--- config.mk ---
export PLATFORM = sky130hd
export DESIGN_NAME = swap_sched_ctrl
export DESIGN_NICKNAME = d
export VERILOG_FILES = /design/src/rtl/swap_sched_pkg.sv /design/src/rtl/swap_req_fifo.sv /design/src/rtl/swap_sched_ctrl.sv
export SDC_FILE = /design/constraint.sdc
export NUM_CORES = 1
export LEC_CHECK = 0
export CAP_MARGIN = 15
export CORE_MARGIN = 2
export CORE_UTILIZATION = 50
export DETAILED_ROUTE_END_ITERATION = 6
export GPL_TIMING_DRIVEN = 1
export PLACE_DENSITY_LB_ADDON = 0.08
export RECOVER_POWER = 50
export SKIP_CTS_REPAIR_TIMING = 1
export SLEW_MARGIN = 10
export SYNTH_ARGS = -nofsm -noshare
export SYNTH_HDL_FRONTEND = slang
export SYNTH_SLANG_ARGS = --single-unit
--- constraint.sdc ---
create_clock -name clk -period 5.2 [get_ports clk]
set_clock_uncertainty 0.1 [all_clocks]
set_input_delay 1.04 -clock clk [delete_from_list [all_inputs] [get_ports clk]]
set_output_delay 1.04 -clock clk [all_outputs]
set_load 0.03 [all_outputs]
--- src/rtl/swap_sched_pkg.sv ---
// Shared definitions for the swap scheduler: FSM state encoding, queued
// swap-request layout, swap sequence length and the port arbitration rule.
package swap_sched_pkg;

  typedef enum logic [1:0] {
    IDLE = 2'd0,
    RD_A = 2'd1,
    WR_A = 2'd2,
    WR_B = 2'd3
  } swap_state_e;

  // Register-file cycles spent on one swap with distinct addresses.
  localparam int unsigned SWAP_CYCLES     = 3;
  localparam int unsigned SWAP_ADDR_WIDTH = 7;

  // Default-width queue entry; the controller passes its own width-matched
  // entry type to the FIFO with the same field layout.
  typedef struct packed {
    logic [SWAP_ADDR_WIDTH-1:0] addr_a;
    logic [SWAP_ADDR_WIDTH-1:0] addr_b;
  } swap_entry_t;

  // Decide whether a queued swap wins the ports in IDLE.
  // With fair_mode clear the host always wins on contention; with it set the
  // winner alternates based on who won the previous grant.
  function automatic logic arb_pick_swap(
    input logic q_pending,
    input logic host_req,
    input logic fair_mode,
    input logic last_was_swap
  );
    logic pick;
    if (!q_pending) begin
      pick = 1'b0;
    end else if (!host_req) begin
      pick = 1'b1;
    end else if (fair_mode) begin
      pick = !last_was_swap;
    end else begin
      pick = 1'b0;
    end
    return pick;
  endfunction

endpackage

--- src/rtl/swap_req_fifo.sv ---
// Synchronous swap-request FIFO. Occupancy is tracked in a count register so
// full/empty are direct compares; push and pop may occur in the same cycle.
module swap_req_fifo
  import swap_sched_pkg::*;
#(
  parameter int unsigned QDEPTH  = 4,
  parameter type         entry_t = swap_entry_t
) (
  input  logic   clk,
  input  logic   reset_n,
  input  logic   push,
  input  entry_t push_data,
  input  logic   pop,
  output entry_t head,
  output logic   full,
  output logic   empty
);

  localparam int unsigned     PTR_W     = $clog2(QDEPTH);
  localparam logic [PTR_W:0]  DEPTH_CNT = (PTR_W + 1)'(QDEPTH);

  entry_t           mem_r [QDEPTH];
  logic [PTR_W-1:0] wr_ptr_r;
  logic [PTR_W-1:0] rd_ptr_r;
  logic [PTR_W:0]   count_r;
  logic             do_push_s;
  logic             do_pop_s;

  assign full      = (count_r == DEPTH_CNT);
  assign empty     = (count_r == '0);
  assign head      = mem_r[rd_ptr_r];
  assign do_push_s = push && !full;
  assign do_pop_s  = pop && !empty;

  // Entry storage, written at the tail on an accepted push.
  always_ff @(posedge clk or negedge reset_n) begin
    if (!reset_n) begin
      for (int i = 0; i < int'(QDEPTH); i++) begin
        mem_r[i] <= '0;
      end
    end else if (do_push_s) begin
      mem_r[wr_ptr_r] <= push_data;
    end
  end

  // Pointer and occupancy bookkeeping; pointers wrap naturally (power-of-2 depth).
  always_ff @(posedge clk or negedge reset_n) begin
    if (!reset_n) begin
      wr_ptr_r <= '0;
      rd_ptr_r <= '0;
      count_r  <= '0;
    end else begin
      if (do_push_s) begin
        wr_ptr_r <= wr_ptr_r + PTR_W'(1);
      end
      if (do_pop_s) begin
        rd_ptr_r <= rd_ptr_r + PTR_W'(1);
      end
      case ({do_push_s, do_pop_s})
        2'b10:   count_r <= count_r + (PTR_W + 1)'(1);
        2'b01:   count_r <= count_r - (PTR_W + 1)'(1);
        default: count_r <= count_r;
      endcase
    end
  end

endmodule

--- src/rtl/swap_sched_ctrl.sv ---
// Register-file port owner: queues A/B swap requests and executes each as a
// RD_A -> WR_A -> WR_B sequence, sharing the ports with host writes in IDLE.
// Build option: define SWAP_FAIR_ARB_EN for alternating swap/host arbitration
// on contention; without it host writes have strict priority.
module swap_sched_ctrl
  import swap_sched_pkg::*;
#(
  parameter int unsigned ADDR_WIDTH = 7,
  parameter int unsigned DATA_WIDTH = 8,
  parameter int unsigned QDEPTH     = 4
) (
  input  logic                  clk,
  input  logic                  reset_n,
  input  logic                  host_wr_valid,
  output logic                  host_wr_ready,
  input  logic [ADDR_WIDTH-1:0] host_addr_w,
  input  logic [DATA_WIDTH-1:0] host_data_w,
  input  logic [ADDR_WIDTH-1:0] host_addr_r,
  output logic [DATA_WIDTH-1:0] host_data_r,
  output logic                  host_rd_valid,
  input  logic                  swap_valid,
  output logic                  swap_ready,
  input  logic [ADDR_WIDTH-1:0] swap_addr_a,
  input  logic [ADDR_WIDTH-1:0] swap_addr_b,
  output logic                  swap_done,
  output logic                  busy,
  output logic                  rf_we,
  output logic [ADDR_WIDTH-1:0] rf_addr_w,
  output logic [ADDR_WIDTH-1:0] rf_addr_r,
  output logic [DATA_WIDTH-1:0] rf_data_w,
  input  logic [DATA_WIDTH-1:0] rf_data_r
);

  typedef struct packed {
    logic [ADDR_WIDTH-1:0] addr_a;
    logic [ADDR_WIDTH-1:0] addr_b;
  } req_t;

  swap_state_e           state_r;
  swap_state_e           state_nxt_s;
  logic [DATA_WIDTH-1:0] temp_r;
  logic                  swap_done_r;
  logic                  done_nxt_s;
  logic                  push_s;
  logic                  pop_s;
  logic                  full_s;
  logic                  empty_s;
  logic                  pick_s;
  logic                  grant_swap_s;
  logic                  grant_host_s;
  logic                  same_addr_s;
  req_t                  push_entry_s;
  req_t                  head_s;

  assign swap_ready   = !full_s;
  assign push_s       = swap_valid && !full_s;
  assign push_entry_s = '{addr_a: swap_addr_a, addr_b: swap_addr_b};
  assign same_addr_s  = (head_s.addr_a == head_s.addr_b);
  assign host_data_r  = rf_data_r;
  assign busy         = (state_r != IDLE) || !empty_s;
  assign swap_done    = swap_done_r;

  swap_req_fifo #(
    .QDEPTH  (QDEPTH),
    .entry_t (req_t)
  ) u_fifo (
    .clk       (clk),
    .reset_n   (reset_n),
    .push      (push_s),
    .push_data (push_entry_s),
    .pop       (pop_s),
    .head      (head_s),
    .full      (full_s),
    .empty     (empty_s)
  );

`ifdef SWAP_FAIR_ARB_EN
  logic last_swap_r;

  // Remember the last arbitration winner so contended grants alternate.
  always_ff @(posedge clk or negedge reset_n) begin
    if (!reset_n) begin
      last_swap_r <= 1'b0;
    end else if (grant_swap_s) begin
      last_swap_r <= 1'b1;
    end else if (grant_host_s) begin
      last_swap_r <= 1'b0;
    end
  end

  assign pick_s = arb_pick_swap(!empty_s, host_wr_valid, 1'b1, last_swap_r);
`else
  assign pick_s = arb_pick_swap(!empty_s, host_wr_valid, 1'b0, 1'b0);
`endif

  // FSM state register.
  always_ff @(posedge clk or negedge reset_n) begin
    if (!reset_n) begin
      state_r <= IDLE;
    end else begin
      state_r <= state_nxt_s;
    end
  end

  // Capture A's old value during RD_A and register the completion pulse.
  always_ff @(posedge clk or negedge reset_n) begin
    if (!reset_n) begin
      temp_r      <= '0;
      swap_done_r <= 1'b0;
    end else begin
      if (state_r == RD_A) begin
        temp_r <= rf_data_r;
      end
      swap_done_r <= done_nxt_s;
    end
  end

  // Next-state and register-file port steering; only one owner per cycle.
  always_comb begin
    state_nxt_s   = state_r;
    rf_we         = 1'b0;
    rf_addr_w     = host_addr_w;
    rf_data_w     = host_data_w;
    rf_addr_r     = host_addr_r;
    host_wr_ready = 1'b0;
    host_rd_valid = 1'b0;
    pop_s         = 1'b0;
    done_nxt_s    = 1'b0;
    grant_swap_s  = 1'b0;
    grant_host_s  = 1'b0;
    case (state_r)
      IDLE: begin
        host_rd_valid = 1'b1;
        grant_swap_s  = pick_s;
        grant_host_s  = host_wr_valid && !pick_s;
        if (grant_swap_s) begin
          if (same_addr_s) begin
            // Swapping a location with itself is a no-op: retire it at once.
            pop_s      = 1'b1;
            done_nxt_s = 1'b1;
          end else begin
            state_nxt_s = RD_A;
          end
        end else if (grant_host_s) begin
          host_wr_ready = 1'b1;
          rf_we         = 1'b1;
        end else begin
          state_nxt_s = IDLE;
        end
      end
      RD_A: begin
        rf_addr_r   = head_s.addr_a;
        state_nxt_s = WR_A;
      end
      WR_A: begin
        rf_addr_r   = head_s.addr_b;
        rf_we       = 1'b1;
        rf_addr_w   = head_s.addr_a;
        rf_data_w   = rf_data_r;
        state_nxt_s = WR_B;
      end
      WR_B: begin
        rf_we       = 1'b1;
        rf_addr_w   = head_s.addr_b;
        rf_data_w   = temp_r;
        pop_s       = 1'b1;
        done_nxt_s  = 1'b1;
        state_nxt_s = IDLE;
      end
      default: begin
        state_nxt_s = IDLE;
      end
    endcase
  end

endmodule

==> results of run 1 <==
[kinds of logic after synthesis]
| group | Yosys count | share of synthesized area [%] |
|---|---|---|
| buffers and inverters | 36 | 4.46 |
| muxes | 80 | 27.0 |
| AOI/OAI and AO/OA | 34 | 6.25 |
| xor gates and xnor gates | 11 | 2.46 |
| adders and majority gates | 11 | 3.70 |
| and+or+nand+nor | 77 | 8.93 |
| DFF | 74 | 47.2 |
[synth_stat cells, types with 3 or more instances]
cell and instances:
sky130_fd_sc_hd__xor2_1 9, sky130_fd_sc_hd__ha_1 10, sky130_fd_sc_hd__nor2_1 19, sky130_fd_sc_hd__inv_1 10, sky130_fd_sc_hd__buf_1 4, sky130_fd_sc_hd__o21ai_1 3, sky130_fd_sc_hd__mux2_2 64, sky130_fd_sc_hd__dfrtp_1 74
sky130_fd_sc_hd__nand3_1 4, sky130_fd_sc_hd__clkbuf_1 11, sky130_fd_sc_hd__a221oi_1 7, sky130_fd_sc_hd__nand2_1 39, sky130_fd_sc_hd__a22oi_1 15, sky130_fd_sc_hd__mux4_2 13, sky130_fd_sc_hd__buf_4 8, sky130_fd_sc_hd__a21oi_1 3
[worst max-delay path: stages (launching register included)]
cell and delay [ns]:
sky130_fd_sc_hd__dfrtp_1 0.44, sky130_fd_sc_hd__inv_1 0.11, sky130_fd_sc_hd__ha_1 0.61, sky130_fd_sc_hd__inv_1 0.33, sky130_fd_sc_hd__a221oi_1 0.40, sky130_fd_sc_hd__nor2_1 0.07
sky130_fd_sc_hd__clkdlybuf4s50_1 0.60
[metal layers]
| metal | vias to the layer above | wire, µm | track usage (%) |
|---|---|---|---|
| met2 | 72 | 4290 | 36.5 |
| met4 | 0 | 106 | 5.72 |
| met5 | - | 0 | 0 |
| li1 | 1299 | - | - |
| met1 | 1390 | 4090 | 30.0 |
| met3 | 10 | 394 | 5.29 |
[power by group through the flow]
stage	clock (mW)	sequential, mW	combinational [mW]
floorplan	0	0.984	1.50
CTS	0.550	1.02	2.16
finish	0.539	1.02	2.15
global route	0.581	1.06	2.31
detailed placement	0	1.04	2.15
global placement	0	1.02	2.11
[state kept, by name, indices dropped and copies added (netlist names)]
signal / flops
state_r: 2
swap_done: 1
temp_r: 8
u_fifo.count_r: 3
u_fifo.mem_r: 56
u_fifo.rd_ptr_r: 2
u_fifo.wr_ptr_r: 2
[final timing paths]
kind / start / endpoint / slack, ns
max: state_r[0]$_DFFE_PN0P_ / rf_addr_r[1] / 1.17
min: u_fifo.mem_r[31]$_DFFE_PN0P_ / u_fifo.mem_r[31]$_DFFE_PN0P_ / 0.41
max reg2reg: u_fifo.rd_ptr_r[1]$_DFFE_PN0P_ / u_fifo.count_r[2]$_DFFE_PN0P_ / 1.57
min reg2reg: u_fifo.mem_r[31]$_DFFE_PN0P_ / u_fifo.mem_r[31]$_DFFE_PN0P_ / 0.41
max in group asynchronous: reset_n / temp_r[7]$_DFFE_PN0N_ / 2.20
min in group asynchronous: reset_n / u_fifo.count_r[0]$_DFFE_PN0P_ / 1.32
[layout make-up]
class | instances | area, µm²
inverter | 10 | 37.5
fill | 614 | 2640
clock buffer | 10 | 128
clock inverter | 6 | 113
tap | 102 | 128
sequential | 74 | 1850
timing repair buffer | 87 | 855
multi-input combinational | 213 | 1900
[cell usage in the layout, fill, tap and decap left out, types with 2 or more instances in the layout]
cell,synthesis,final
sky130_fd_sc_hd__a21oi_1,3,3
sky130_fd_sc_hd__mux2_2,64,64
sky130_fd_sc_hd__mux2i_1,2,2
sky130_fd_sc_hd__mux4_2,13,13
sky130_fd_sc_hd__a221oi_1,7,7
sky130_fd_sc_hd__a22oi_1,15,15
sky130_fd_sc_hd__dfrtp_1,74,74
sky130_fd_sc_hd__inv_1,10,10
sky130_fd_sc_hd__xor2_1,9,9
sky130_fd_sc_hd__buf_4,8,4
sky130_fd_sc_hd__dlygate4sd3_1,0,2
sky130_fd_sc_hd__o21ai_1,3,3
sky130_fd_sc_hd__nor4_1,2,2
sky130_fd_sc_hd__bufinv_16,0,3
sky130_fd_sc_hd__nand2_1,39,39
sky130_fd_sc_hd__nand3_1,4,4
sky130_fd_sc_hd__xnor2_1,2,2
sky130_fd_sc_hd__o21ai_0,2,2
sky130_fd_sc_hd__nor2_1,19,19
sky130_fd_sc_hd__nor2b_1,2,2
sky130_fd_sc_hd__clkbuf_8,0,9
sky130_fd_sc_hd__ha_1,10,10
sky130_fd_sc_hd__nor3_1,2,2
sky130_fd_sc_hd__clkbuf_1,11,2
sky130_fd_sc_hd__or4_4,2,2
sky130_fd_sc_hd__clkdlybuf4s50_1,0,80
==> results.py, run 1 <==
metrics = {
    "min_path": {
        "hp-class": "flip-flop to flip-flop",
        "hold_depth": 1,
    },
    "sta": {
        "hold_slack_ns": 0.405,
        "max_freq_mhz": 248,
        "finalWorstSetupSlack_ns": 1.17,
        "timing.final.crit_period_ns": 4.03,
        "setup-violations-final": 0,
        "finalCritPeriodShare_pct": 77.5,
        "slew_headroom_pct": -62.9,
        "number_of_hold_violations_in_the_final_report": 0,
        "rsz0062_at_grt": "no",
        "worstMarginPinSlew_ns": 2.44,
        "totalNegativeSetupSlack_ns": 0,
        "timing.final.max_slew_violations": 45,
    },
    "cts": {
        "clock_latency_ns": 0.35,
        "clock_path_buffers": 2,
        "cts_made_buffers": 9,
        "htree_levels": 3,
        "cts-root-buf": "sky130_fd_sc_hd__clkbuf_8",
        "numClockSinks": 74,
        "path_clk_slew_ns": 0.08,
        "tritoncts_clock_tree": "done",
    },
    "setup_path": {
        "worstPathMaxFanout": 12,
        "timing.reg2reg.worst_path_depth": 11,
        "setup.worst_path.start_class": "flip-flop",
        "data_arrival_time_of_the_critical_path_ns": 2.89,
        "worst-setup-path-type": "flip-flop to output pin",
        "crit_path_end_kind": "output pin",
        "cp_data_required_time_ns": 4.06,
    },
    "power_and_ir_drop": {
        "power_density_normalized_to_cell_area_nw_per_um2": 742,
        "static-leakage-power_nw": 2.15,
        "total_power_mw": 3.72,
        "ir_drop_uv": 315,
        "power.combinational.fraction_pct": 57.9,
        "power.switching_mw": 1.55,
        "intPower_mw": 2.17,
        "share_clk_of_total_power_pct": 14.5,
        "net_sw_share_pct": 41.6,
        "power_frac_seq_pct": 27.5,
    },
    "floorplan": {
        "core-area_um2": 7650,
        "die_w_um": 92.6,
        "number_of_placement_rows": 32,
        "die_y_um": 92.6,
        "die_area_um2": 8570,
        "ios": 84,
        "initial_core_utilization_pct": 51.3,
    },
    "outcome": {
        "outcome": "finished, violations left",
        "failed_checks": "capacitance limit, slew limit",
    },
    "placed_design": {
        "detailed_place_hpwl_mm": 6.18,
        "dp.cells": 486,
        "pre_cts_slack_ns": 1.15,
        "port-buffer-count": 83,
        "detailed_place.area_um2": 4770,
        "routabilityCongestion": 0.769,
    },
    "final_layout": {
        "fin_cells": 502,
        "diodes": 0,
        "final_net_count": 454,
        "area_growth_pct": 27.6,
        "utilization_after_layout_pct": 65.5,
        "post-route-cell-area_um2": 5010,
        "drive_above_1_share_pct": 24.8,
    },
    "yosys": {
        "yosysUniqueCellTypes": 38,
        "ys_seq_elements": 74,
        "post_synth.cell_area_avg_um2": 12.1,
        "async_flop_share_pct": 100,
        "postSynthCellCount": 323,
        "synth-edff-count": 0,
        "yosysTopAreaCellShare_pct": 47.2,
        "yosysTopAreaCell": "sky130_fd_sc_hd__dfrtp_1",
        "syn-cell-area_um2": 3920,
        "postSynth.topFlopCell": "sky130_fd_sc_hd__dfrtp_1",
        "yosys_warnings": 0,
        "synth_fp_nets": 382,
        "post_synth_main_area_contributors": "sky130_fd_sc_hd__dfrtp_1 (47%), sky130_fd_sc_hd__mux2_2 (18%), sky130_fd_sc_hd__mux4_2 (7.5%)",
        "yosysSeqAreaShare_pct": 47.2,
    },
    "global_routing": {
        "grt_usage_pct": 22.2,
        "largest_net_degree_at_the_start_of_global_routing": 45,
        "grt_pass1_vias": 2815,
        "first_pass_grt_wire_length_mm": 14.6,
        "gr-total-overflow": 0,
        "antenna_found_initial": 0,
    },
    "route": {
        "routed-via-count": 2771,
        "post_drt_wl_per_cell_um": 17.7,
        "route.antenna.remaining_nets": 0,
        "dr.pass1.iters": 4,
        "detail_route.drc_violations": 0,
        "drt-vias-per-instance": 5.52,
        "drtIter0Drc": 127,
        "drt_wl_total_mm": 8.89,
    },
    "run": {
        "maxCapViolCount": 1,
    },
}
Power figures use the tool's default switching activity.
==> run 2: changes to the inputs <==
Settings changed: CORE_UTILIZATION 50 to 46.
Clock period 5.2 ns to 3.45 ns, I/O delays scaled along.
==> run 2 against run 1 <==
The flow still finishes with violations (capacitance limit, slew limit). Register-to-register slack got worse by 1.4 ns. Clock power increased by 43%. Global-route usage decreased by 1.8 points. Combinational power grew 56%. Critical path depth shrank 1. Design area increased by 2.5%. First-iteration DRC count rose by 43%. Routed wire length increased by 2.6%. Utilization fell by 3.3 points. Power is 52% higher.
==> results.py, run 2 (synthesis results as in run 1) <==
metrics = {
    "setup_path": {
        "crit_path_end_kind": "output pin",
        "list_of_cells_traversed_by_the_critical_path": "buf_12 > mux4_2 > a221oi_1 > nor2_1 > clkdlybuf4s50_1",
        "data_arrival_time_of_the_critical_path_ns": 2.55,
        "timing.critical_path.from": "u_fifo.rd_ptr_r[0]$_DFFE_PN0P_",
        "worstPathMaxFanout": 11,
        "crit_slowest_cell": "sky130_fd_sc_hd__clkdlybuf4s50_1",
        "cp_data_required_time_ns": 2.66,
        "setup.worst_path.start_class": "flip-flop",
        "rr_startpoint": "u_fifo.rd_ptr_r[0]$_DFFE_PN0P_",
        "critical_path.max_stage_delay_ns": 0.60,
        "r2r_slack_ns": 0.17,
        "worst-setup-path-type": "flip-flop to output pin",
    },
    "route": {
        "routed-via-count": 2866,
        "dr.pass1.iters": 4,
        "post_drt_wl_per_cell_um": 17.6,
        "drt-vias-per-instance": 5.52,
        "route.antenna.remaining_nets": 0,
        "detail_route.drc_violations": 0,
        "drt_wl_total_mm": 9.12,
        "drtIter0Drc": 181,
    },
    "placed_design": {
        "detailed_place.area_um2": 4860,
        "pre_cts_slack_ns": -0.0748,
        "routabilityCongestion": 0.779,
        "dp.cells": 501,
        "port-buffer-count": 83,
        "detailed_place_hpwl_mm": 6.37,
    },
    "floorplan": {
        "die_w_um": 96.4,
        "die_y_um": 96.4,
        "number_of_placement_rows": 33,
        "ios": 84,
        "core-area_um2": 8260,
        "die_area_um2": 9280,
        "initial_core_utilization_pct": 47.5,
    },
    "sta": {
        "slew_headroom_pct": -24.2,
        "setup-violations-final": 0,
        "finalWorstSetupSlack_ns": 0.113,
        "totalNegativeSetupSlack_ns": 0,
        "max_freq_mhz": 300,
        "rsz0062_at_grt": "yes",
        "timing.final.max_slew_violations": 36,
        "timing.final.crit_period_ns": 3.34,
        "hold_slack_ns": 0.399,
        "worstMarginPinSlew_ns": 1.86,
        "number_of_hold_violations_in_the_final_report": 0,
        "finalCritPeriodShare_pct": 96.7,
    },
    "cts": {
        "clock_path_buffers": 2,
        "path_clk_slew_ns": 0.08,
        "cts_made_buffers": 9,
        "clock_latency_ns": 0.35,
        "htree_levels": 3,
        "tritoncts_clock_tree": "done",
        "numClockSinks": 74,
        "cts-root-buf": "sky130_fd_sc_hd__clkbuf_8",
    },
    "final_layout": {
        "post-route-cell-area_um2": 5140,
        "reg_top3": "u_fifo.mem_r (56), temp_r (8), u_fifo.count_r (3)",
        "final_net_count": 468,
        "drive_above_1_share_pct": 31.6,
        "fillers": 697,
        "layout_commonest_cell": "sky130_fd_sc_hd__dfrtp_1",
        "largest_reg_flops": 56,
        "area_growth_pct": 30.9,
        "diodes": 0,
        "most_frequent_cells_in_the_layout": "sky130_fd_sc_hd__dfrtp_1 (73), sky130_fd_sc_hd__mux2_2 (64), sky130_fd_sc_hd__clkdlybuf4s50_1 (59)",
        "largest-register": "u_fifo.mem_r",
        "fin_cells": 519,
    },
    "global_routing": {
        "first_pass_grt_wire_length_mm": 14.2,
        "grt_usage_pct": 20.4,
        "antenna_found_initial": 0,
        "gr-total-overflow": 0,
        "grt_pass1_vias": 2845,
        "largest_net_degree_at_the_start_of_global_routing": 41,
    },
    "power_and_ir_drop": {
        "power_density_normalized_to_cell_area_nw_per_um2": 1100,
        "static-leakage-power_nw": 2.30,
        "ir_drop_uv": 475,
    },
    "run": {
        "maxCapViolCount": 1,
    },
    "outcome": {
        "outcome": "finished, violations left",
        "failed_checks": "capacitance limit, slew limit",
    },
    "min_path": {
        "hp-class": "flip-flop to flip-flop",
        "holdCritStartpoint": "u_fifo.count_r[2]$_DFFE_PN0P_",
    },
}
run 2: changes by cell type in the layout (fill, tap and decap cells not counted), moves of 2 or more:
cell                              delta
sky130_fd_sc_hd__clkdlybuf4s50_1    -21
sky130_fd_sc_hd__buf_4              +24
sky130_fd_sc_hd__dlymetal6s2s_1      +6
sky130_fd_sc_hd__buf_12              +2
run 2: final timing paths:
path                                             endpoint  depth (start not counted)
min in group asynchronous   u_fifo.count_r[0]$_DFFE_PN0P_                          1
min                         u_fifo.count_r[2]$_DFFE_PN0P_                          1
min reg2reg                 u_fifo.count_r[2]$_DFFE_PN0P_                          1
max                                          rf_addr_r[2]                          5
max reg2reg                 u_fifo.count_r[2]$_DFFE_PN0P_                         12
max in group asynchronous  u_fifo.rd_ptr_r[0]$_DFFE_PN0P_                          2
run 2: final cells by class:
cell class / count / area (µm²) / share of cell area, %
clock buffer: 11 / 141 / 2.75
clock inverter: 5 / 85.1 / 1.66
inverter: 10 / 37.5 / 0.731
multi-input combinational: 213 / 1910 / 37.3
sequential: 74 / 1850 / 36.1
tap: 105 / 131 / 2.56
timing repair buffer: 101 / 973 / 19.0
run 2: routing by layer:
| metal | GRT usage [%] | vias up | wire (µm) |
|---|---|---|---|
| met1 | 27.0 | 1455 | 4040 |
| met2 | 34.5 | 77 | 4530 |
| met5 | 0 | - | 0 |
| li1 | - | 1325 | - |
| met4 | 6.57 | 0 | 110 |
| met3 | 3.29 | 9 | 432 |
run 2: critical path, delay by kind of cell (launching register included):
family	cells	cell delay [ns]
DFF	1	0.39
AOI/OAI and AO/OA	1	0.40
buffers and inverters	2	0.76
and+or+nand+nor	1	0.08
muxes	1	0.56
run 2: per-stage QoR:
stage                     total power, mW  util [%]
final                                5.66      62.2
after global routing                 6.04      62.2
after CTS                            5.66      61.6
after detailed placement             4.89      58.9
after global placement               4.81      58.9
after floorplan                      3.74         -
run 2: where the power goes:
part	internal [mW]	switching, mW	total, mW	leakage (nW)
logic	1.54	1.82	3.36	1.32
clock network	0.433	0.336	0.769	0.111
registers	1.31	0.222	1.53	0.874
==> edit 1: new RTL, flow settings as in run 2 <==
Build with the macro `SWAP_FAIR_ARB_EN` defined.
--- a/src/rtl/swap_sched_ctrl.sv
+++ b/src/rtl/swap_sched_ctrl.sv
@@ -2,6 +2,8 @@
 // RD_A -> WR_A -> WR_B sequence, sharing the ports with host writes in IDLE.
 // Build option: define SWAP_FAIR_ARB_EN for alternating swap/host arbitration
 // on contention; without it host writes have strict priority.
+`define SWAP_FAIR_ARB_EN
+
 module swap_sched_ctrl
   import swap_sched_pkg::*;
 #(
Formal check against the unedited RTL: not equivalent (a bounded check fails within 4 cycles, from zero or initial values and one cycle with reset_n low).
==> edit 1 against run 2 <==
  * The flow still finishes with violations (capacitance limit, slew limit)
  * Via count down 2.5%
  * Synthesized area up 2.6%
  * Global-route usage down 0.15 points
  * Sequential cell count up 1
  * Routed wire length up 0.56%
  * Total power down 2.3%
  * Sequential power up 5%
  * Setup slack worse by 0.064 ns
  * Hold slack better by 0.0025 ns
  * Final area down 1.4%
  * Sequential share of layout area up 0.99 points
  * Critical endpoint is now rf_addr_r[5]
  * Highest routed layer unchanged
==> edit 1: results (changes against run 2) <==
run_status:
  outcome: "finished, violations left"
  violations: "capacitance limit, slew limit"
place:
  hpwl_um: 6540  # +2.7%
  dpl-instance-area_sq_mm: 0.00490  # +0.82%
power:
  comb_power_share_pct: 60.3  # +1.0 points
  p_seq_share_pct: 28.9  # +1.8 points
  swShare_pct: 43.8  # +1.7 points
grt:
  grt.met3_usage_pct: 3.45  # +0.16 points
  grt_pass1_vias: 2878  # +1.2%
  grt_use_met1_pct: 27.2  # +0.20 points
cells_and_area:
  stdcell_count: 524  # +0.96%
  seq_area_share_pct: 37.1  # +0.99 points
  nNonClkBuffers: 97  # -4.0%
  clock_buffers: 10  # -1
logic_synthesis:
  synth_compound_area_share_pct: 6.40  # +0.15 points
  synth_area_sq_mm: 0.00403  # +2.6%
  synth_xor_area_share_pct: 2.39  # -0.062 points
  synth_commonest_cells: "dfrtp_1 (75), mux2_2 (64), nand2_1 (42)"
  synth_fa_ha_area_share_pct: 3.92  # +0.22 points
  ys_seq_area_share_pct: 46.6  # -0.57 points
clock_tree:
  cts.sinks: 75  # +1.4%
drt:
  viasPerCell: 5.33  # -3.5%
  dr_wl_met2_um: 4380  # -3.4%
  drtIter0Drc: 89  # -51%
setup_path:
  crit_slowest_cell: "mux4_1"
  rrSetupSlack_ns: 0.23  # +0.06 ns
hold_path:
  min-delay-start: "u_fifo.mem_r[17]"
timing:
  maxSlewViolCount: 76  # +110%
flow_run:
  max_cap_violations: 1  # unchanged
==> edit 1: changes by cell type in the layout (fill, tap and decap cells not counted), moves of 3 or more <==
cell,change
clkdlybuf4s50_1,+6
dlymetal6s2s_1,-6
clkinv_2,+3
mux4_1,+3
mux4_2,-3
nand2_1,+3
nand3_1,+3
o21ai_1,-3
==> edit 1: worst reg2reg max path: cells and delay by family (launching register included) <==
family | cells | cell delay [ns]
flip-flops | 1 | 0.35
AO/OA/AOI/OAI | 1 | 0.16
XOR/XNOR | 3 | 0.53
buffers and inverters | 2 | 0.25
AND/OR/NAND/NOR | 3 | 0.54
adder cells (fa/ha/maj) | 2 | 0.57
multiplexers | 1 | 0.65
==> edit 1: per-stage QoR <==
stage,setup slack [ns],setup TNS (ns),power [mW],utilization (%)
after detailed placement,0.203,0,4.98,57.1
after global placement,0.332,0,4.91,57.1
after floorplan,0.375,0,3.88,-
final,0.0489,0,5.53,59.0
after CTS,-0.0812,-0.0812,5.58,59.0
after global routing,-0.0602,-0.107,5.88,59.0
==> edit 2: new RTL, flow settings as in run 2 <==
Made on the original files. Re-encode `swap_state_e` (4 states) as one-hot, 4 bits wide.
--- a/src/rtl/swap_sched_pkg.sv
+++ b/src/rtl/swap_sched_pkg.sv
@@ -2,11 +2,11 @@
 // swap-request layout, swap sequence length and the port arbitration rule.
 package swap_sched_pkg;
 
-  typedef enum logic [1:0] {
-    IDLE = 2'd0,
-    RD_A = 2'd1,
-    WR_A = 2'd2,
-    WR_B = 2'd3
+  typedef enum logic [3:0] {
+    IDLE = 4'b0001,
+    RD_A = 4'b0010,
+    WR_A = 4'b0100,
+    WR_B = 4'b1000
   } swap_state_e;
 
   // Register-file cycles spent on one swap with distinct addresses.
Behaviour: no difference found for any inputs over 4 cycles, from zero or initial values and one cycle with reset_n low; so few cycles prove little.
==> edit 2 against run 2 <==
  * The flow still finishes with violations (capacitance limit, slew limit)
  * Via count down 4.5%
  * Synthesized area down 1.7%
  * Cell count decreased by 4.8%
  * Total power is 25% lower
  * Routed wire length down 3.5%
  * Final area decreased by 1.1%
  * Sequential cell count grew 2
  * Maximum frequency down 1.1%
  * Setup slack worse by 0.036 ns
  * Largest cell class is now registers
==> edit 2: results (changes against run 2) <==
cells_and_area:
  diodes: 0  # unchanged
  largestRegisters: "u_fifo.mem_r (56), temp_r (8), state_r (4)"
  finish.net_count: 440  # -6.0%
  drive_gt1_share_pct: 14.7  # -17 points
setup_path:
  crit_slowest_cell: "mux4_2"
  crit_arrival_ns: 3.54  # +0.99 ns
  crit_start: "u_fifo.rd_ptr_r[0]"
  cp_max_fo: 5  # -6
  cpPeakStageDelay_ns: 0.52  # -0.08 ns
drt:
  routed_wl_um: 8800  # -3.5%
  wl_per_cell_um: 17.8  # +1.4%
  drc: 0  # unchanged
  drtIter0Drc: 123  # -32%
  viasPerCell: 5.54  # +0.33%
  dr.pass1.iters: 7  # +3
run_status:
  outcome: "finished, violations left"
  violations: "capacitance limit, slew limit"
logic_synthesis:
  syn_nets: 348  # -8.9%
  synth_commonest_cells: "dfrtp_1 (75), mux2_1 (64), nand2_1 (26)"
  synth.distinct_cells: 39  # +2.6%
  yosysWarnings: 0  # unchanged
  synth_area_per_cell_sq_um: 13.1  # +8.0%
  yosys-top-cells-area: "dfrtp_1 (49%), mux2_1 (19%), mux4_2 (7.6%), a222oi_1 (3.6%), nand2_1 (2.5%)"
  synthArstFlopShare_pct: 100  # unchanged
  ys_seq_area_share_pct: 49.4  # +2.2 points
  synthFlopType: "dfrtp_1"
grt:
  grt_pass1_vias: 2749  # -3.4%
  grt_max_degree: 77  # +88%
  antenna_found_initial: 0  # unchanged
  grt_use_total_pct: 20.6  # +0.19 points
  grt_pass1_wl_um: 14100  # -0.53%
timing:
  tightest_slew_ns: 1.88  # +0.0178 ns
  maxSlewViolCount: 77  # +110%
place:
  dp_slack_ns: 0.00627  # +0.0811 ns
  port_buffers: 83  # unchanged
  gp_congestion: 0.833  # +7.0%
  dpl-instance-area_sq_mm: 0.00487  # +0.10%
  hpwl_um: 6410  # +0.59%
  dp.cells: 480  # -4.2%
clock_tree:
  cts_inserted_buffers: 9  # unchanged
  clkTransAtPathRegs_ns: 0.08  # about the same
  cts_root_buffer: "clkbuf_8"
  clk_path_buf_depth: 2  # unchanged
  clkLatencyLatePin_ns: 0.35  # about the same
  htreeDepth: 3  # unchanged
power:
  leakagePower_nw: 2.33  # +1.2%
  ir_drop_mv: 0.357  # -25%
  internal_power_mw: 2.69  # -18%
flow_run:
  max_cap_violations: 1  # unchanged
hold_path:
  hold_path_class: "reg2reg"
  min-delay-start: "temp_r[5]"
==> edit 2: final cells by class <==
type	instances	area (sq um)
timing repair buffer	104	1020
sequential	76	1900
tap	105	131
inverter	20	75.1
clock buffer	10	128
clock inverter	4	52.6
multi-input combinational	175	1770
fill	675	3100
==> edit 2: cell families after synthesis <==
logic type,synth area share (%)
buffers and inverters,5.22
adder cells (fa/ha/maj),2.14
AND/OR/NAND/NOR,6.49
multiplexers,27.2
AO/OA/AOI/OAI,7.07
XOR/XNOR,2.50
flip-flops,49.4
==> edit 2: worst paths after layout <==
kind	endpoint	slack, ns	cells after the start
worst max-delay path	u_fifo.count_r[2]	0.08	12
worst min-delay path	temp_r[5]	0.39	1
worst max register to register	u_fifo.count_r[2]	0.08	12
worst min register to register	temp_r[5]	0.39	1
max in group asynchronous	u_fifo.rd_ptr_r[1]	1.25	1
min in group asynchronous	u_fifo.mem_r[4]	0.74	1
==> edit 2: routing by layer <==
layer	share of wire (%)	track usage, %
met3	6.5	4.98
met4	1.1	6.19
met1	45	28.1
met5	0	0
met2	47	32.9
==> edit 2: power by group through the flow <==
| stage | clock network (mW) | registers [mW] | logic (mW) |
|---|---|---|---|
| 4_1_cts | 0.660 | 1.63 | 1.99 |
| 6_report | 0.644 | 1.63 | 1.96 |
| 3_5_place_dp | 0 | 1.65 | 1.99 |
| 5_1_grt | 0.701 | 1.69 | 2.14 |
| 3_3_place_gp | 0 | 1.64 | 1.94 |
| 2_1_floorplan | 0 | 1.51 | 1.37 |
==> edit 2: worst max-delay path, delay by kind of cell, from the launching register on <==
kind	cells	cell delay (ns)
AO/OA/AOI/OAI	1	0.16
XOR/XNOR	3	0.47
adder cells (fa/ha/maj)	2	0.54
buffers and inverters	2	0.23
flip-flops	1	0.39
multiplexers	1	0.52
AND/OR/NAND/NOR	3	0.90
